[src/rtl/instruction_fetch_controller_pkg.sv]
// Shared definitions for the instruction fetch controller: sequencer states,
// opcode field bounds and the opcode constants that matter to fetch.
package instruction_fetch_controller_pkg;

   typedef enum logic [1:0] {
      LOAD  = 2'd0,
      RUN   = 2'd1,
      DRAIN = 2'd2,
      HALT  = 2'd3
   } fetch_state_t;

   localparam int OPCODE_MSB = 31;
   localparam int OPCODE_LSB = 26;

   localparam logic [5:0] HALT_OPCODE = 6'b111111;
   localparam logic [5:0] OP_ADD      = 6'b000000;
   localparam logic [5:0] OP_SUB      = 6'b000010;
   localparam logic [5:0] OP_SUBI     = 6'b000011;

endpackage

[src/rtl/instruction_fetch_controller.sv]
// Owns the program counter: lets a host load the instruction RAM, then streams
// fetched words to decode over a valid/ready handshake until a HALT opcode.
module instruction_fetch_controller #(
   parameter int         ADDR_WIDTH  = 10,
   parameter int         DATA_WIDTH  = 32,
   parameter logic [5:0] HALT_OPCODE = 6'b111111
) (
   input  logic                  clock,
   input  logic                  reset,
   input  logic                  load_valid,
   input  logic [ADDR_WIDTH-1:0] load_addr,
   input  logic [DATA_WIDTH-1:0] load_data,
   input  logic                  load_done,
   output logic [ADDR_WIDTH-1:0] iram_address,
   output logic                  iram_write_enable,
   output logic [DATA_WIDTH-1:0] iram_write_data,
   input  logic [DATA_WIDTH-1:0] iram_data,
   output logic                  instr_valid,
   input  logic                  instr_ready,
   output logic [DATA_WIDTH-1:0] instr_data,
   output logic [ADDR_WIDTH-1:0] instr_pc,
   input  logic                  branch_valid,
   input  logic [ADDR_WIDTH-1:0] branch_target,
   output logic                  halted
);

   import instruction_fetch_controller_pkg::*;

   fetch_state_t          state, state_next;
   logic [ADDR_WIDTH-1:0] pc, pc_next;
   logic                  valid_next;
   logic [DATA_WIDTH-1:0] data_next;
   logic [ADDR_WIDTH-1:0] instr_pc_next;
   logic                  redirect;
   logic                  fetch;

   always_ff @(posedge clock or negedge reset) begin
      if (!reset) begin
         state       <= LOAD;
         pc          <= '0;
         instr_valid <= 1'b0;
         instr_data  <= '0;
         instr_pc    <= '0;
      end else begin
         state       <= state_next;
         pc          <= pc_next;
         instr_valid <= valid_next;
         instr_data  <= data_next;
         instr_pc    <= instr_pc_next;
      end
   end

   // A redirect beats everything, including a same-cycle accept of the held word.
   always_comb begin
      state_next        = state;
      pc_next           = pc;
      valid_next        = instr_valid;
      data_next         = instr_data;
      instr_pc_next     = instr_pc;
      iram_address      = pc;
      iram_write_enable = 1'b0;
      iram_write_data   = load_data;
      halted            = 1'b0;
      redirect          = branch_valid && ((state == RUN) || (state == DRAIN));
      fetch             = (state == RUN) && (!instr_valid || instr_ready) && !branch_valid;

      case (state)
         LOAD: begin
            iram_address      = load_addr;
            iram_write_enable = load_valid;
            valid_next        = 1'b0;
            if (load_done) begin
               state_next = RUN;
               pc_next    = '0;
            end
         end
         RUN: begin
            if (redirect) begin
               pc_next    = branch_target;
               valid_next = 1'b0;
            end else if (fetch) begin
               data_next     = iram_data;
               instr_pc_next = pc;
               valid_next    = 1'b1;
               if (iram_data[OPCODE_MSB:OPCODE_LSB] == HALT_OPCODE) begin
                  state_next = DRAIN;
               end else begin
                  pc_next = pc + 1'b1;
               end
            end
         end
         DRAIN: begin
            if (redirect) begin
               pc_next    = branch_target;
               valid_next = 1'b0;
               state_next = RUN;
            end else if (instr_ready) begin
               valid_next = 1'b0;
               state_next = HALT;
            end
         end
         HALT: begin
            halted     = 1'b1;
            valid_next = 1'b0;
         end
         default: begin
            state_next = LOAD;
         end
      endcase
   end

endmodule

[config.mk]
export PLATFORM = sky130hd
export DESIGN_NAME = instruction_fetch_controller
export DESIGN_NICKNAME = d
export VERILOG_FILES = /design/src/rtl/instruction_fetch_controller_pkg.sv /design/src/rtl/instruction_fetch_controller.sv
export SDC_FILE = /design/constraint.sdc
export NUM_CORES = 1
export LEC_CHECK = 0
export BUFFER_PORTS_ARGS = -buffer_cell sky130_fd_sc_hd__buf_2
export CAP_MARGIN = 5
export CORE_UTILIZATION = 43
export DETAILED_ROUTE_END_ITERATION = 8
export PLACE_DENSITY = 0.8
export SYNTH_ARGS = -nofsm -noshare
export SYNTH_HDL_FRONTEND = slang
export SYNTH_SLANG_ARGS = --single-unit
[constraint.sdc]
create_clock -name clock -period 2.47 [get_ports clock]
set_clock_uncertainty 0.2 [all_clocks]
set_input_delay 0.1235 -clock clock [delete_from_list [all_inputs] [get_ports clock]]
set_output_delay 0.1235 -clock clock [all_outputs]
set_load 0.01 [all_outputs]
==> out/qor.yml, run 1 <==
yosys:
  synthCells: 246
  syn-num-nets: 342
  yosysWarnings: 0
  avgSynthCellArea_um2: 11.78
  yosysUniqueCellTypes: 42
  synth-edff-count: 0
  synth-seq-area-share_pct: 47.50
  syn-cell-area_mm2: 0.002898
  ys_ff_latch: 55
  synthArstFlopShare_pct: 100.0
  ys.flop_type: "dfrtp_1"
power:
  leakage_nw: 1.844
  power_density_mw_per_mm2: 1171
  max-vdd-ir-drop_mv: 0.6233
timing:
  fin_crit_ns: 2.204
  slew_headroom_pct: 54.09
  hold_viol_final: 0
  setup_tns_ns: 0
  worstMarginPinSlew_ns: 0.6886
  post-route-period-util_pct: 89.25
  setup_viol: 0
  fmax_ghz: 0.4536
  finalMaxSlewViolations: 0
  rsz0062_at_grt: "no"
route:
  wl_met1_mm: 2.734
  routed_via_density: 5.185
  wl_met2_mm: 3.515
  highest_layer: "met4"
  wl_per_cell_um: 15.04
  drt_wl_total_mm: 6.753
  vias: 2328
  drtPass1Iterations: 6
  drt-initial-drc-count: 151
  postRouteAntennaNets: 0
  route.detailed.drc: 21
  wl_met3_um: 401
clocking:
  htreeDepth: 2
  cts_tree: "yes"
  cts-root-buf: "clkbuf_8"
  numCtsBuffers: 5
  worstSkewPairLatency_ns: 0.30
  clkTransAtPathRegs_ns: 0.10
  cts_sinks: 55
  clock_path_buffers: 2
setup_path:
  path_max_fanout: 8
  r2r-start: "state[1]"
  crit_slowest_cell: "dfrtp_1"
  critical_path.cell_chain: "inv_1, ha_1, and2b_1, o211ai_2, a21o_1, buf_4, a221oi_1"
  critical_path_class: "flip-flop to flip-flop"
  r2r_end: "pc[7]"
  endpoint_kind: "flip-flop"
  cp_num_buf_inv: 2
  worstPathArrival_ns: 2.21
  worstRegToRegCells: 7
  critPathMaxStageDelay_ns: 0.40
  critPathLaunchType: "flip-flop"
  regToRegSetupSlack_ns: 0.27
  required_ns: 2.47
  path_delay_family: "compound AO/OA/AOI/OAI gates"
global_routing:
  grt-ovfl-total: 0
  grt_pass1_wl_mm: 10.61
  grt_max_degree: 56
  grt_pass1_vias: 2277
  antenna_found_initial: 0
  grtUsageTotal_pct: 19.08
status:
  violations: "DRC"
  status: "complete, but fails checks"
place:
  port_buffers: 112
  dpl.hpwl_mm: 4.645
  gp_congestion: 0.8585
hold_path:
  whs_endpoint: "pc[2]"
  min_path_cells: 3
  hp-class: "primary input to flip-flop"
  min_from: "branch_target[2]"
run:
  cap_violations: 0
finish:
  fin_nets: 467
  fin_util_pct: 59.46
  layout-drive-gt1-share_pct: 47.85
  diodes: 0
  area_delta_synth_final_pct: 31.78
floorplanning:
  die_h_um: 84.09
  coreArea_mm2: 0.006422
  die_x_um: 84.09
  row_count: 29
  pin_count: 177
  start_util_pct: 45.12
  dieArea_mm2: 0.007071
[per-stage QoR]
step | worst slack (ns) | cell area [um^2] | power, W | hold slack, ns | std cells
global route | 0.03751 | 3819 | 0.004784 | 0.04702 | 449
CTS | 0.2520 | 3819 | 0.004502 | 0.003140 | 449
finish | 0.2656 | 3819 | 0.004472 | 0.005866 | 449
detailed placement | 0.2642 | 3323 | 0.003938 | 0.04707 | 401
floorplan | 0.3902 | 2898 | 0.003164 | -0.3721 | 246
global placement | 0.3661 | 3323 | 0.003846 | 0.04707 | 401
[cell usage in the layout (no fill, tap or decap), types with 6 or more instances in the layout]
master,synthesis,final
mux2_2,47,47
clkbuf_8,0,6
ha_1,6,6
buf_2,5,112
nand2_1,15,15
buf_4,33,7
dfrtp_1,55,55
inv_1,9,9
o21ai_0,12,12
dlygate4sd3_1,0,40
a221oi_1,7,7
[area by class of cell]
class / count / area (um^2)
Clock buffer: 7 / 86.33
Clock inverter: 1 / 8.758
Fill cell: 543 / 2604
Inverter: 9 / 33.78
Multi-Input combinational cell: 141 / 1204
Sequential cell: 55 / 1376
Tap cell: 77 / 96.34
Timing Repair Buffer: 159 / 1013
[flip-flops by register name (all words and copies together), names as in the netlist]
| register | flops |
|---|---|
| instr_valid | 1 |
| instr_pc | 10 |
| state | 2 |
| instr_data | 32 |
| pc | 10 |
[worst register-to-register path, cell delays in order (launching register included)]
cell      delay, ns
dfrtp_1        0.40
inv_1          0.12
ha_1           0.31
and2b_1        0.18
o211ai_2       0.17
a21o_1         0.27
buf_4          0.17
a221oi_1       0.29
[power by group]
part	total (W)	switching [W]	internal, W	leakage, nW
clock	0.000515	0.000284	0.000230	0.0484
sequential	0.00162	0.000293	0.00132	0.680
combinational	0.00234	0.00117	0.00117	1.12
[cell families (layout without fill, tap and decap cells)]
logic type	after synthesis	after routing	share of synthesized area, %
and+or+nand+nor	39	39	6.649
AOI/OAI and AO/OA	43	43	11.74
adders and majority gates	6	6	2.591
buffers and inverters	50	176	11.23
xor gates and xnor gates	2	2	0.6046
muxes	51	51	19.69
DFF	55	55	47.50
[how the worst max path moves through the flow]
stage	startpoint	cells past startpoint	to
2_1_floorplan	state[0]	7	pc[5]
3_3_place_gp	state[0]	7	pc[9]
3_5_place_dp	state[1]	7	pc[7]
4_1_cts	state[1]	7	pc[7]
5_1_grt	state[1]	7	pc[6]
6_report	state[1]	7	pc[7]
[per-layer routing]
layer	vias up	global-route usage, %
li1	1105	-
met1	1115	22.05
met2	92	34.80
met3	16	4.055
met4	0	6.426
met5	-	0
[repair_timing]
item / 4_1_cts / 5_1_grt
gates resized for setup: 0 / 0
hold endpoints to repair: 94 / 0
hold buffers: 40 / 0
setup buffers: 0 / 0
setup endpoints to repair: 0 / 0
[synthesized netlist by cell type, drive strengths merged (2+ instances only)]
| cell type | n | share of area (%) |
|---|---|---|
| xor2 | 2 | 0.60 |
| o21ai | 12 | 2.1 |
| nand2b | 2 | 0.43 |
| ha | 6 | 2.6 |
| a221oi | 7 | 2.1 |
| nand4 | 3 | 0.65 |
| mux2i | 3 | 1.0 |
| nor2b | 4 | 0.86 |
| nor2 | 3 | 0.39 |
| o21a | 2 | 0.52 |
| dfrtp | 55 | 47 |
| nand2 | 15 | 1.9 |
| a22o | 4 | 1.2 |
| nor4 | 2 | 0.43 |
| mux2 | 48 | 19 |
| a221o | 2 | 0.69 |
| clkbuf | 2 | 0.26 |
| inv | 9 | 1.2 |
| a211oi | 3 | 0.95 |
| nor3 | 3 | 0.52 |
| nand3 | 4 | 0.69 |
| buf | 39 | 9.8 |
No activity file was read; power rests on OpenSTA's default activity.
==> run 2, diff against run 1 <==
--- a/config.mk
+++ b/config.mk
@@ -7,9 +7,11 @@
 export LEC_CHECK = 0
 export BUFFER_PORTS_ARGS = -buffer_cell sky130_fd_sc_hd__buf_2
 export CAP_MARGIN = 5
-export CORE_UTILIZATION = 43
+export CORE_UTILIZATION = 35
 export DETAILED_ROUTE_END_ITERATION = 8
-export PLACE_DENSITY = 0.8
+export MAX_ROUTING_LAYER = met4
+export PLACE_DENSITY = 0.67
 export SYNTH_ARGS = -nofsm -noshare
 export SYNTH_HDL_FRONTEND = slang
 export SYNTH_SLANG_ARGS = --single-unit
+export TNS_END_PERCENT = 10
==> run 2 against run 1 <==
The run now ends clean. Power down 0.26%. Setup slack worse by 0.032 ns. Sequential share of layout area down 0.50 points. Critical path type unchanged. Register-to-register slack worse by 0.03 ns.
==> out/qor.yml, run 2 (synthesis gave the netlist of run 1 again) <==
setup_path:
  cp_num_buf_inv: 2
  path_delay_family: "compound AO/OA/AOI/OAI gates"
  endpoint_kind: "flip-flop"
  path_max_fanout: 9
  critPathLaunchType: "flip-flop"
  critical_path.cell_chain: "inv_1, ha_1, a21boi_1, buf_4, a21o_1, mux2_1"
  regToRegSetupSlack_ns: 0.23
  crit_slowest_cell: "dfrtp_1"
  r2r-start: "state[0]"
  required_ns: 2.46
  critPathMaxStageDelay_ns: 0.42
  worstRegToRegCells: 6
  critical_path_class: "flip-flop to flip-flop"
  r2r_end: "pc[1]"
  worstPathArrival_ns: 2.23
finish:
  stdcell_area_mm2: 0.003872
  largest_reg_flops: 32
  reg.largest.list: "instr_data x32, instr_pc x10, pc x10"
  fin_nets: 467
  layout-drive-gt1-share_pct: 47.58
  diodes: 0
  final_cell_mix: "buf_2, dfrtp_1, mux2_2"
  multi_input_area_mm2: 0.001204
  layout_commonest_cell: "buf_2"
  fillers: 719
  top_register: "instr_data"
  regArea_mm2: 0.001376
  area_delta_synth_final_pct: 33.64
route:
  vias: 2296
  drtPass1Iterations: 5
  wl_per_cell_um: 14.51
  route.detailed.drc: 0
  drt-initial-drc-count: 84
  drt_wl_total_mm: 6.877
  postRouteAntennaNets: 0
  routed_via_density: 4.844
timing:
  rsz0062_at_grt: "no"
  post-route-period-util_pct: 90.53
  holdWs_ns: 0.02039
  fmax_ghz: 0.4472
  hold_viol_final: 0
  slew_headroom_pct: 59.02
  fin_crit_ns: 2.236
  worstMarginPinSlew_ns: 0.6147
  setup_tns_ns: 0
  finalMaxSlewViolations: 0
  setup_viol: 0
place:
  dpl.hpwl_mm: 4.920
  gp_congestion: 0.8400
  post_dp_cell_area_mm2: 0.003372
  port_buffers: 112
global_routing:
  grt-ovfl-total: 0
  grt_pass1_wl_mm: 10.83
  grtUsageTotal_pct: 16.36
  grt_max_degree: 43
  grt_pass1_vias: 2286
  antenna_found_initial: 0
hold_path:
  whs_endpoint: "instr_valid"
  min_path_cells: 4
  min_from: "instr_ready"
  hp-class: "primary input to flip-flop"
clocking:
  cts_sinks: 55
  cts_tree: "yes"
  cts-root-buf: "clkbuf_8"
  worstSkewPairLatency_ns: 0.31
  htreeDepth: 2
  clock_path_buffers: 2
  clkTransAtPathRegs_ns: 0.09
  numCtsBuffers: 5
  cts_resized: 0
power:
  power_density_mw_per_mm2: 1152
  leakage_nw: 1.848
  max-vdd-ir-drop_mv: 0.4239
floorplanning:
  die_x_um: 92.99
  pin_count: 177
  coreArea_mm2: 0.007848
  dieArea_mm2: 0.008647
  die_h_um: 92.99
  row_count: 32
  start_util_pct: 36.93
status:
  status: "finished clean"
run:
  cap_violations: 0
==> run 2: report_power, final <==
part	switching [W]	internal (W)	leakage (nW)
clock network	0.000295	0.000204	0.0454
registers	0.000279	0.00132	0.680
logic	0.00118	0.00118	1.12
==> run 2: layout make-up <==
class,instances,area share (%)
Sequential cell,55,35.54
Multi-Input combinational cell,141,31.08
Timing Repair Buffer,159,26.88
Tap cell,102,3.296
Clock buffer,6,1.874
Inverter,9,0.8724
Clock inverter,2,0.4523
==> run 2: what timing repair did <==
action | in CTS | in global routing
setup buffers | 0 | 0
endpoints found under the hold margin | 65 | 0
setup endpoints to repair | 0 | 0
hold buffers | 41 | 0
==> run 2: per-stage QoR <==
stage | power (W) | cells | setup slack [ns] | utilization (%)
floorplan | 0.003164 | 246 | 0.3902 | -
global placement | 0.003895 | 425 | 0.3546 | 42.97
detailed placement | 0.003944 | 425 | 0.2745 | 42.97
CTS | 0.004506 | 474 | 0.2552 | 49.35
global route | 0.004814 | 474 | 0.09461 | 49.35
finish | 0.004460 | 474 | 0.2338 | 49.35
==> run 2: worst max-delay path by stage <==
stage	slack, ns	endpoint	start	depth (start not counted)
floorplan	0.39	pc[5]	state[0]	7
global placement	0.35	pc[1]	state[0]	6
detailed placement	0.27	pc[1]	state[0]	6
CTS	0.26	pc[1]	state[0]	6
global route	0.09	pc[1]	state[0]	6
finish	0.23	pc[1]	state[0]	6
==> run 2: per-layer routing <==
metal	global-route usage, %	wire (um)	share of wire (%)
met1	20.44	3025	44
met2	27.76	3422	50
met3	3.089	370	5.4
met4	3.333	59	0.86
met5	-	0	0
==> run 2: tightest hold or removal path, delay by kind of cell <==
family,cells,cell delay [ns]
mux,1,0.14
buf+inv,1,0.10
simple gates,1,0.06
compound gates,1,0.05
==> run 3, diff against run 2 <==
--- a/config.mk
+++ b/config.mk
@@ -5,12 +5,13 @@
 export SDC_FILE = /design/constraint.sdc
 export NUM_CORES = 1
 export LEC_CHECK = 0
+export ABC_AREA = 1
 export BUFFER_PORTS_ARGS = -buffer_cell sky130_fd_sc_hd__buf_2
 export CAP_MARGIN = 5
-export CORE_UTILIZATION = 35
+export CORE_UTILIZATION = 31
+export CTS_BUF_LIST = sky130_fd_sc_hd__clkbuf_8
 export DETAILED_ROUTE_END_ITERATION = 8
 export MAX_ROUTING_LAYER = met4
-export PLACE_DENSITY = 0.67
 export SYNTH_ARGS = -nofsm -noshare
 export SYNTH_HDL_FRONTEND = slang
 export SYNTH_SLANG_ARGS = --single-unit
==> run 3 against run 2 <==
The run now ends with DRC left. Combinational power decreased by 16%. First-iteration DRC count increased by 51%. Non-clock buffer count rose by 2. Clock power grew 2%. Core utilization shrank 5.8 points. Critical endpoint is now pc[9]. Largest power group unchanged.
==> out/qor.yml, run 3 <==
yosys:
  synth_top_family_by_area: "simple AND/OR/NAND/NOR gates"
  synth_mux_area_share_pct: 0
  synth_top_area_share_pct: 47.74
  synth_top_cell_by_area: "dfrtp_1"
  synthSimpleGateAreaFrac_pct: 27.91
  synth_xor_area_share_pct: 0.3038
  syn-cell-area_mm2: 0.002883
  synthCells: 374
  yosysWarnings: 0
  synthAdderAreaFrac_pct: 2.604
  synth-seq-area-share_pct: 47.74
  yosysUniqueCellTypes: 24
  ys_ff_latch: 55
  syn-num-nets: 470
  synth-edff-count: 0
  netlist_top_cells_area: "dfrtp_1, nand2_1, buf_4, o21ai_0, inv_1"
  synthArstFlopShare_pct: 100.0
  synth_compound_gate_area_share_pct: 7.899
  yosys-top-cells-count: "nand2_1, dfrtp_1, buf_4, o21ai_0, inv_1"
  ys.flop_type: "dfrtp_1"
  avgSynthCellArea_um2: 7.708
  synth_most_common_cell: "nand2_1"
clocking:
  cts_setup_buffers: 0
  cts_sinks: 55
  clkTransAtPathRegs_ns: 0.11
  clock_path_buffers: 2
  cts_tree: "yes"
  hold_buffers: 44
  worstSkewPairLatency_ns: 0.31
  numCtsBuffers: 5
  cts-root-buf: "clkbuf_8"
  cts_resized: 0
  htreeDepth: 2
setup_path:
  cp-startpoint: "state[0]"
  critical_path.cell_chain: "inv_1, ha_1, nand2_2, nand2_1, inv_2, nand2_2, nand2_2, nor2_4, nand2_1, nand2_1"
  r2r-start: "state[0]"
  regToRegSetupSlack_ns: 0.32
  crit_slowest_cell: "dfrtp_1"
  worstPathArrival_ns: 2.21
  cp_num_buf_inv: 2
  required_ns: 2.53
  critPathLaunchType: "flip-flop"
  critPathMaxStageDelay_ns: 0.43
  path_max_fanout: 11
  path_delay_family: "simple AND/OR/NAND/NOR gates"
  endpoint_kind: "flip-flop"
  critical_path_class: "flip-flop to flip-flop"
floorplanning:
  dieArea_mm2: 0.009688
  pin_count: 177
  die_h_um: 98.43
  coreArea_mm2: 0.008848
  start_util_pct: 32.58
  row_count: 34
  die_x_um: 98.43
power:
  max-vdd-ir-drop_mv: 0.4792
  leakage_nw: 2.141
  power_density_mw_per_mm2: 1053
  p_total_w: 0.004057
place:
  port_buffers: 112
  gp_congestion: 0.8397
  dpl.hpwl_mm: 5.438
  place_ws_ns: 0.3526
timing:
  setup_tns_ns: 0
  hold_viol_final: 0
  fmax_ghz: 0.4659
  rsz0062_at_grt: "no"
  worstMarginPinSlew_ns: 0.5839
  slew_headroom_pct: 60.92
  fin_crit_ns: 2.146
  finalMaxSlewViolations: 0
  setup_viol: 0
  worst_slack_ns: 0.3236
  post-route-period-util_pct: 86.90
run:
  cap_violations: 0
route:
  drt_wl_total_mm: 7.562
  vias: 2706
  drtPass1Iterations: 9
  route.detailed.drc: 14
  routed_via_density: 4.458
  postRouteAntennaNets: 0
  drt-initial-drc-count: 127
  wl_per_cell_um: 12.46
hold_path:
  hp-class: "primary input to asynchronous set/reset pin"
global_routing:
  grt_max_degree: 36
  grt-ovfl-total: 0
  grtUsageTotal_pct: 16.36
  grt_pass1_wl_mm: 12.32
  antenna_found_initial: 0
  grt_pass1_vias: 2703
finish:
  top_register: "instr_data"
  layout_commonest_cell: "nand2_1"
  diodes: 0
  fin_nets: 594
  largest_reg_flops: 32
  area_delta_synth_final_pct: 33.59
  reg.largest.list: "instr_data x32, instr_pc x10, pc x10"
  layout-drive-gt1-share_pct: 27.05
  final_cell_mix: "nand2_1, buf_2, dfrtp_1"
status:
  status: "complete, but fails checks"
  violations: "DRC"
-- run 3: worst reg2reg max path: stages (launching register included) --
cell	delay, ns
dfrtp_1	0.43
inv_1	0.08
ha_1	0.36
nand2_2	0.11
nand2_1	0.17
inv_2	0.12
nand2_2	0.11
nand2_2	0.16
nor2_4	0.21
nand2_1	0.09
nand2_1	0.06
-- run 3: per-stage QoR --
| stage | instances | hold WS, ns | instance area, um^2 | util (%) |
|---|---|---|---|---|
| CTS | 607 | 0.04707 | 3851 | 43.52 |
| finish | 607 | 0.04700 | 3851 | 43.52 |
| detailed placement | 555 | -0.1395 | 3318 | 37.50 |
| floorplan | 374 | -0.3721 | 2883 | - |
| global placement | 555 | -0.1410 | 3318 | 37.50 |
| global route | 607 | 0.04702 | 3851 | 43.52 |
-- run 3: final cells by class --
| type | count | area (um^2) |
|---|---|---|
| Clock buffer | 5 | 68.82 |
| Sequential cell | 55 | 1376 |
| Fill cell | 904 | 4997 |
| Multi-Input combinational cell | 251 | 1116 |
| Inverter | 24 | 92.59 |
| Clock inverter | 3 | 23.77 |
| Tap cell | 108 | 135.1 |
| Timing Repair Buffer | 161 | 1039 |
-- run 3: final timing paths --
path / endpoint / cells past startpoint
worst max-delay path: pc[9] / 10
worst min-delay path: instr_pc[4] / 2
worst max register to register: pc[9] / 10
worst min register to register: instr_data[26] / 2
max in group asynchronous: instr_data[31] / 3
min in group clock: iram_write_data[13] / 0
-- run 3: per-layer routing --
metal | GRT usage (%) | routed length, um | part of all wire (%)
met1 | 19.90 | 3386 | 45
met5 | - | 0 | 0
met3 | 2.837 | 450 | 6.0
met2 | 28.01 | 3656 | 48
met4 | 4.592 | 69 | 0.91
-- run 3: power by group --
group	internal, W	switching (W)
Combinational	0.000754	0.00124
Clock	0.000205	0.000305
Sequential	0.00130	0.000254
Total	0.00226	0.00180
-- run 3: kinds of logic (layout without fill, tap and decap cells) --
| family | count (synthesis) | count (layout) |
|---|---|---|
| and+or+nand+nor | 204 | 204 |
| buffers and inverters | 68 | 193 |
| DFF | 55 | 55 |
| AOI/OAI and AO/OA | 40 | 40 |
| adders and majority gates | 6 | 6 |
| xor gates and xnor gates | 1 | 1 |
